`src/rtl/sprite_pkg.sv`:
```
// Shared types and constants for the sprite plotter: FSM state encoding,
// default sprite/screen geometry and key-glyph ids.
package sprite_pkg;

   typedef enum logic [1:0] {
      IDLE  = 2'd0,
      DRAW  = 2'd1,
      DRAIN = 2'd2,
      DONE  = 2'd3
   } state_t;

   localparam int DEF_SPR_W    = 16;
   localparam int DEF_SPR_H    = 16;
   localparam int DEF_SCREEN_W = 160;
   localparam int DEF_SCREEN_H = 120;

   localparam logic [1:0] KEY_A = 2'd0;
   localparam logic [1:0] KEY_S = 2'd1;
   localparam logic [1:0] KEY_D = 2'd2;
   localparam logic [1:0] KEY_F = 2'd3;

endpackage

```
`src/rtl/sprite_plotter_coord_delay.sv`:
```
// coord_delay: LATENCY-deep shift register carrying {valid, px, py} so pixel
// coordinates line up with the colour returned by the image ROM stage.
module coord_delay #(
   parameter int LATENCY = 2
) (
   input  logic       clock,
   input  logic       reset,
   input  logic       vld_i,
   input  logic [8:0] px_i,
   input  logic [8:0] py_i,
   output logic       vld_o,
   output logic [8:0] px_o,
   output logic [8:0] py_o
);

   logic       vld_q [LATENCY];
   logic [8:0] px_q  [LATENCY];
   logic [8:0] py_q  [LATENCY];

   always_ff @(posedge clock) begin
      if (reset) begin
         for (int s = 0; s < LATENCY; s++) begin
            vld_q[s] <= 1'b0;
            px_q[s]  <= '0;
            py_q[s]  <= '0;
         end
      end else begin
         vld_q[0] <= vld_i;
         px_q[0]  <= px_i;
         py_q[0]  <= py_i;
         for (int s = 1; s < LATENCY; s++) begin
            vld_q[s] <= vld_q[s-1];
            px_q[s]  <= px_q[s-1];
            py_q[s]  <= py_q[s-1];
         end
      end
   end

   assign vld_o = vld_q[LATENCY-1];
   assign px_o  = px_q[LATENCY-1];
   assign py_o  = py_q[LATENCY-1];

endmodule

```
`src/rtl/sprite_plotter.sv`:
```
// Scans a 16x16 sprite through the image ROM stage and plots it, clipped, on
// the VGA adapter. Define SPRITE_PLOTTER_TRANSPARENT_EN to skip black pixels.
module sprite_plotter
   import sprite_pkg::*;
#(
   parameter int LATENCY  = 2,
   parameter int SPR_W    = DEF_SPR_W,
   parameter int SPR_H    = DEF_SPR_H,
   parameter int SCREEN_W = DEF_SCREEN_W,
   parameter int SCREEN_H = DEF_SCREEN_H
) (
   input  logic       clock,
   input  logic       reset,
   input  logic       start,
   input  logic [7:0] x0,
   input  logic [7:0] y0,
   input  logic [2:0] frame,
   input  logic [1:0] key,
   input  logic [2:0] colour_in,
   output logic [2:0] img_id,
   output logic [1:0] img_id2,
   output logic [3:0] img_i,
   output logic [5:0] img_j,
   output logic [7:0] x,
   output logic [6:0] y,
   output logic [2:0] colour,
   output logic       plot,
   output logic       busy,
   output logic       done
);

   localparam int DW = $clog2(LATENCY + 1);

   state_t        state_q, state_d;
   logic [7:0]    x0_q, y0_q;
   logic [2:0]    frame_q;
   logic [1:0]    key_q;
   logic [3:0]    i_q, j_q;
   logic [DW-1:0] drain_q;
   logic          accept, draw_vld, last_pix;
   logic [8:0]    px, py, px_dly, py_dly;
   logic          vld_dly;

   assign last_pix = (i_q == 4'(SPR_W - 1)) && (j_q == 4'(SPR_H - 1));

   always_ff @(posedge clock) begin
      if (reset) state_q <= IDLE;
      else       state_q <= state_d;
   end

   always_comb begin
      state_d = state_q;
      unique case (state_q)
         IDLE:    if (start) state_d = DRAW;
         DRAW:    if (last_pix) state_d = DRAIN;
         DRAIN:   if (drain_q == DW'(LATENCY - 1)) state_d = DONE;
         DONE:    state_d = IDLE;
         default: state_d = IDLE;
      endcase
   end

   always_comb begin
      accept   = (state_q == IDLE) && start;
      draw_vld = (state_q == DRAW);
      busy     = (state_q != IDLE);
      done     = (state_q == DONE);
   end

   // Scan counters: i inner (column), j outer (row); drain counts ROM flush cycles.
   always_ff @(posedge clock) begin
      if (reset) begin
         frame_q <= '0;
         key_q   <= '0;
         i_q     <= '0;
         j_q     <= '0;
         drain_q <= '0;
      end else begin
         if (accept) begin
            frame_q <= frame;
            key_q   <= key;
            i_q     <= '0;
            j_q     <= '0;
         end else if (draw_vld) begin
            if (i_q == 4'(SPR_W - 1)) begin
               i_q <= '0;
               j_q <= j_q + 4'd1;
            end else begin
               i_q <= i_q + 4'd1;
            end
         end
         drain_q <= (state_q == DRAIN) ? drain_q + DW'(1) : '0;
      end
   end

   always_ff @(posedge clock) begin
      if (accept) begin
         x0_q <= x0;
         y0_q <= y0;
      end
   end

   assign img_id  = frame_q;
   assign img_id2 = key_q;
   assign img_i   = i_q;
   assign img_j   = {2'b00, j_q};

   // 9-bit sums so anchors near the right/bottom edge never wrap back on screen.
   assign px = {1'b0, x0_q} + {5'b0, i_q};
   assign py = {1'b0, y0_q} + {5'b0, j_q};

   coord_delay #(.LATENCY(LATENCY)) u_coord_delay (
      .clock (clock),
      .reset (reset),
      .vld_i (draw_vld),
      .px_i  (px),
      .py_i  (py),
      .vld_o (vld_dly),
      .px_o  (px_dly),
      .py_o  (py_dly)
   );

   always_comb begin
      plot = vld_dly && (px_dly < 9'(SCREEN_W)) && (py_dly < 9'(SCREEN_H));
`ifdef SPRITE_PLOTTER_TRANSPARENT_EN
      plot = plot && (colour_in != 3'b000);
`else
      plot = plot;
`endif
      x      = px_dly[7:0];
      y      = py_dly[6:0];
      colour = vld_dly ? colour_in : 3'b000;
   end

endmodule

```
`config.mk`:
```
export PLATFORM = sky130hd
export DESIGN_NAME = sprite_plotter
export DESIGN_NICKNAME = d
export VERILOG_FILES = /design/src/rtl/sprite_pkg.sv /design/src/rtl/sprite_plotter_coord_delay.sv /design/src/rtl/sprite_plotter.sv
export SDC_FILE = /design/constraint.sdc
export NUM_CORES = 1
export LEC_CHECK = 0
export ABC_AREA = 0
export CORE_ASPECT_RATIO = 1.4
export CORE_MARGIN = 2
export CORE_UTILIZATION = 30
export CTS_BUF_LIST = sky130_fd_sc_hd__clkbuf_2
export CTS_CLUSTER_SIZE = 16
export DETAILED_ROUTE_END_ITERATION = 8
export SYNTH_ARGS = -nofsm -noshare
export SYNTH_HDL_FRONTEND = slang
export SYNTH_SLANG_ARGS = --single-unit
```
`constraint.sdc`:
```
create_clock -name clock -period 1.82 [get_ports clock]
set_clock_uncertainty 0.1 [all_clocks]
set_input_delay 0.364 -clock clock [delete_from_list [all_inputs] [get_ports clock]]
set_output_delay 0.364 -clock clock [all_outputs]
set_load 0.01 [all_outputs]
```
==> results.md <==
* Layout-stage area growth over the synthesis result at 34.2%
* Pwr Density at 966 nW/um2
* Filler instances at 873
* Area taken by multi-input logic gates at 1150 um2
* DRC violation count after routing at 0
* Number of stages on the worst hold path at 2
* Flop2flop setup slack at 0.03 ns
* Register area share after synthesis at 55.9%
* Min Tclk post-route at 1.95 ns
* Max H-tree Level at 3
* Final worst hold slack at 0.185 ns
* Maximum number of pins on one net before global-route repair at 26
* Initial Util at 31.2%
* Async S/R FF share, synth at 0%
* Utilization of the core after routing at 41.8%
* Worst Path Required at 1.36 ns
* Yosys synthesis warning count at 0
* Seq pwr share at 53.6%
* Crit Path Max Fanout at 1
* Share of the clock period used by the worst path at 107%
* Detailed-routing wirelength on met1 at 2100 um
* # IOs at 63
* Post-Place Setup Slack at -0.115 ns
* Endpoint, Worst Hold: u_coord_delay.px_q[0][10]
* WP data arrival at 1.49 ns
* Post-DRT Antenna Nets at 0
* Number of design-rule violations left by the first detailed-router iteration at 97
* Site row count at 41
* Share of synthesized cell area in and, or, nand and nor gates at 16.1%
* Violations in the final reports: setup timing
* Critical Path End Type: output pin
* TritonCTS clock tree: built
* Hpwl dp at 3940 um
* Number of clock sinks at 71
* Psw at 0.00110 W
* Pre-antenna DRT Iters at 4
* Total power at 0.00367 W
* Worst Hold Class: primary input to register
* First-pass GRT wire length at 8750 um
* Reported leakage power at 1.65 nW
* Unrepaired setup endpoints after global routing: true
* Netlist area before placement at 2830 um2
* Routed vias/inst at 4.32
* Commonest non-fill, non-tap cells in the layout: sky130_fd_sc_hd__dfxtp_1 (40), sky130_fd_sc_hd__buf_4 (27), sky130_fd_sc_hd__nor2b_1 (26), sky130_fd_sc_hd__clkdlybuf4s50_1 (26), sky130_fd_sc_hd__dlygate4sd2_1 (23)
* Number of storage elements in the synthesis netlist at 71
* Fraction of final layout cells with drive strength greater than 1 at 27.7%
* Die X at 86.1 um
* CTS clk-pin slew, worst paths at 0.18 ns
* Initial antenna violation count at 1
* Part of the total power dissipated in combinational logic at 28.0%
* Post-synthesis mux area share at 2.61%
* Global router's overall resource usage at 11.3%
* Area fraction in compound gates after synthesis at 7.87%
* Hold Crit Start: reset
* Clock latency on the worst-skew pair at 0.50 ns
* Internal portion of total power at 0.00256 W
* Post-Synthesis Mean Instance Area at 11.0 um2
* CORE AREA at 9080 um2
* Overflow left after global routing at 0
* Synthesized instance count at 258
* Sw Ratio at 30.1%
* Chip Height at 119 um
* Cell Count, Final, Fillers Out at 447
* Reg-to-reg critical path endpoint: u_coord_delay.py_q[0][4]
* Maximum clock insertion buffer count at 2
* Die area at 10200 um2
* Netlist cell types at 38
* Port bufs at 60
* Largest family of logic cells by synthesized area: simple AND/OR/NAND/NOR gates
* Root cell of the clock tree: sky130_fd_sc_hd__clkbuf_2
* Avg WL per Cell at 12.1 um
* Startpoint type of the worst setup path: register
* Total via count in the routed design at 1932
* Worst VDD drop at 322 uV
* Hold-fix buffers, CTS at 0
* Highest Signal Layer: met4
* Post-synthesis xor/xnor area fraction at 2.47%
* Area of all sequential standard cells at 1610 um2
* Met3 wire length at 296 um
* Setup WS post-layout at -0.130 ns
* Type of the setup path with the least slack: register to output pin
* Global placement routability congestion at 0.685
* Max Clock Freq at 0.513 GHz
* Number of buffers created by CTS at 9
* Count of flip-flops with a built-in enable after synthesis at 16
* R2r startpoint: y0_q[0]
* Met2 Wirelength at 2880 um
* Clk network pwr share at 18.4%
* Outcome: complete, but fails checks
* Worst r2r path cells at 6
* Most frequently used flop master after synthesis: sky130_fd_sc_hd__dfxtp_1
* Placed cell count at 421
* Number of global-route vias before repair at 1900
* Most common cell after layout, fill and taps aside: sky130_fd_sc_hd__dfxtp_1
* Arithmetic-cell share of the synthesized area counting full adders, half adders and majority gates at 8.04%
* Final layout net count at 379
* Max Transition Viols Final at 0
* Wire length after detailed routing at 5410 um
* MaxCap Viol Count at 0
* Hold Fails Final Rpt at 0
* Total of endpoints with negative setup slack in the final report at 2
-- per-layer routing --
metal / up-vias / GRT usage, %
met2: 55 / 19.7
met3: 10 / 3.33
met4: 0 / 6.55
met5: - / 0
li1: 1000 / -
met1: 867 / 11.8
-- state kept, by name, indices dropped and copies added (netlist names) --
register	flops
drain_q	2
img_i	4
img_id	3
img_id2	2
j_q	4
state_q	2
u_coord_delay.px_q	18
u_coord_delay.py_q	18
u_coord_delay.vld_q	2
x0_q	8
y0_q	8
-- logic make-up (layout without fill, tap and decap cells) --
family | Yosys count | in the layout
flops | 71 | 71
other cells | 1 | 3
simple gates | 88 | 88
fa+ha+maj | 17 | 17
mux | 7 | 7
xor+xnor | 8 | 8
compound gates | 34 | 34
buf+inv | 32 | 112
-- power by group through the flow --
stage          registers [W]  logic, W  clock network (W)
4_1_cts              0.00196   0.00102           0.000718
6_report             0.00197   0.00103           0.000677
2_1_floorplan        0.00199  0.000560                  0
5_1_grt              0.00200   0.00114           0.000767
3_3_place_gp         0.00199  0.000904                  0
3_5_place_dp         0.00200  0.000924                  0
-- worst max path at each step --
stage	startpoint	endpoint	slack [ns]	cells after the start
after floorplan	img_i[0]	u_coord_delay.px_q[0][4]	0.009	6
after global routing	u_coord_delay.py_q[0][16]	plot	-0.27	4
after CTS	u_coord_delay.px_q[0][17]	plot	-0.19	4
after detailed placement	colour_in[2]	colour[2]	-0.12	3
after global placement	colour_in[2]	colour[2]	-0.1	3
final	u_coord_delay.py_q[0][16]	plot	-0.13	4
-- cells in the mapped netlist, types with 2 or more instances --
cell type | number | area, um2
sky130_fd_sc_hd__mux2i_1 | 4 | 40.0
sky130_fd_sc_hd__nor2_1 | 18 | 67.6
sky130_fd_sc_hd__a21oi_1 | 10 | 50.1
sky130_fd_sc_hd__or2_2 | 2 | 12.5
sky130_fd_sc_hd__nor3_1 | 4 | 20.0
sky130_fd_sc_hd__mux2_2 | 3 | 33.8
sky130_fd_sc_hd__xor2_1 | 5 | 43.8
sky130_fd_sc_hd__a211oi_1 | 4 | 30.0
sky130_fd_sc_hd__nand3_1 | 4 | 20.0
sky130_fd_sc_hd__a21oi_2 | 2 | 17.5
sky130_fd_sc_hd__ha_1 | 15 | 188
sky130_fd_sc_hd__and2_1 | 4 | 25.0
sky130_fd_sc_hd__or3_1 | 3 | 18.8
sky130_fd_sc_hd__nand2b_1 | 4 | 25.0
sky130_fd_sc_hd__fa_1 | 2 | 40.0
sky130_fd_sc_hd__nor2b_1 | 26 | 163
sky130_fd_sc_hd__nand2_1 | 19 | 71.3
sky130_fd_sc_hd__inv_1 | 7 | 26.3
sky130_fd_sc_hd__dfxtp_1 | 55 | 1100
sky130_fd_sc_hd__a21o_1 | 3 | 22.5
sky130_fd_sc_hd__o21bai_1 | 2 | 15.0
sky130_fd_sc_hd__buf_4 | 18 | 135
sky130_fd_sc_hd__xnor2_1 | 3 | 26.3
sky130_fd_sc_hd__o21ai_0 | 8 | 40.0
sky130_fd_sc_hd__clkbuf_1 | 5 | 18.8
sky130_fd_sc_hd__edfxtp_1 | 16 | 480
-- stage by stage --
step	instance area, um2	TNS (ns)
floorplan	2840	0
global placement	3570	-0.314
detailed placement	3570	-0.434
CTS	3730	-0.331
global route	3800	-0.557
finish	3800	-0.217
-- critical path, stage by stage (launching register included) --
cell                      delay, ns
sky130_fd_sc_hd__dfxtp_1       0.35
sky130_fd_sc_hd__nor4b_2       0.25
sky130_fd_sc_hd__nand2_1       0.10
sky130_fd_sc_hd__a41oi_2       0.15
sky130_fd_sc_hd__buf_2         0.15
-- final cells by class --
cell class              instances  share of cell area (%)
flip-flops and latches         71                    42.3
multi-input cells             156                    30.3
repair buffers                 90                    21.0
well taps                     107                    3.52
clock buffers                  10                    1.32
inverters                       7                   0.758
clock inverters                 5                   0.692
diodes                          1                  0.0659
-- what timing repair did --
| action | in CTS | in global routing |
|---|---|---|
| gates resized for setup | 85 | 16 |
| setup buffers | 10 | 1 |
| pin swaps | 2 | 15 |
| setup endpoints to repair | 40 | 18 |
(Power assumes the default switching activity.)
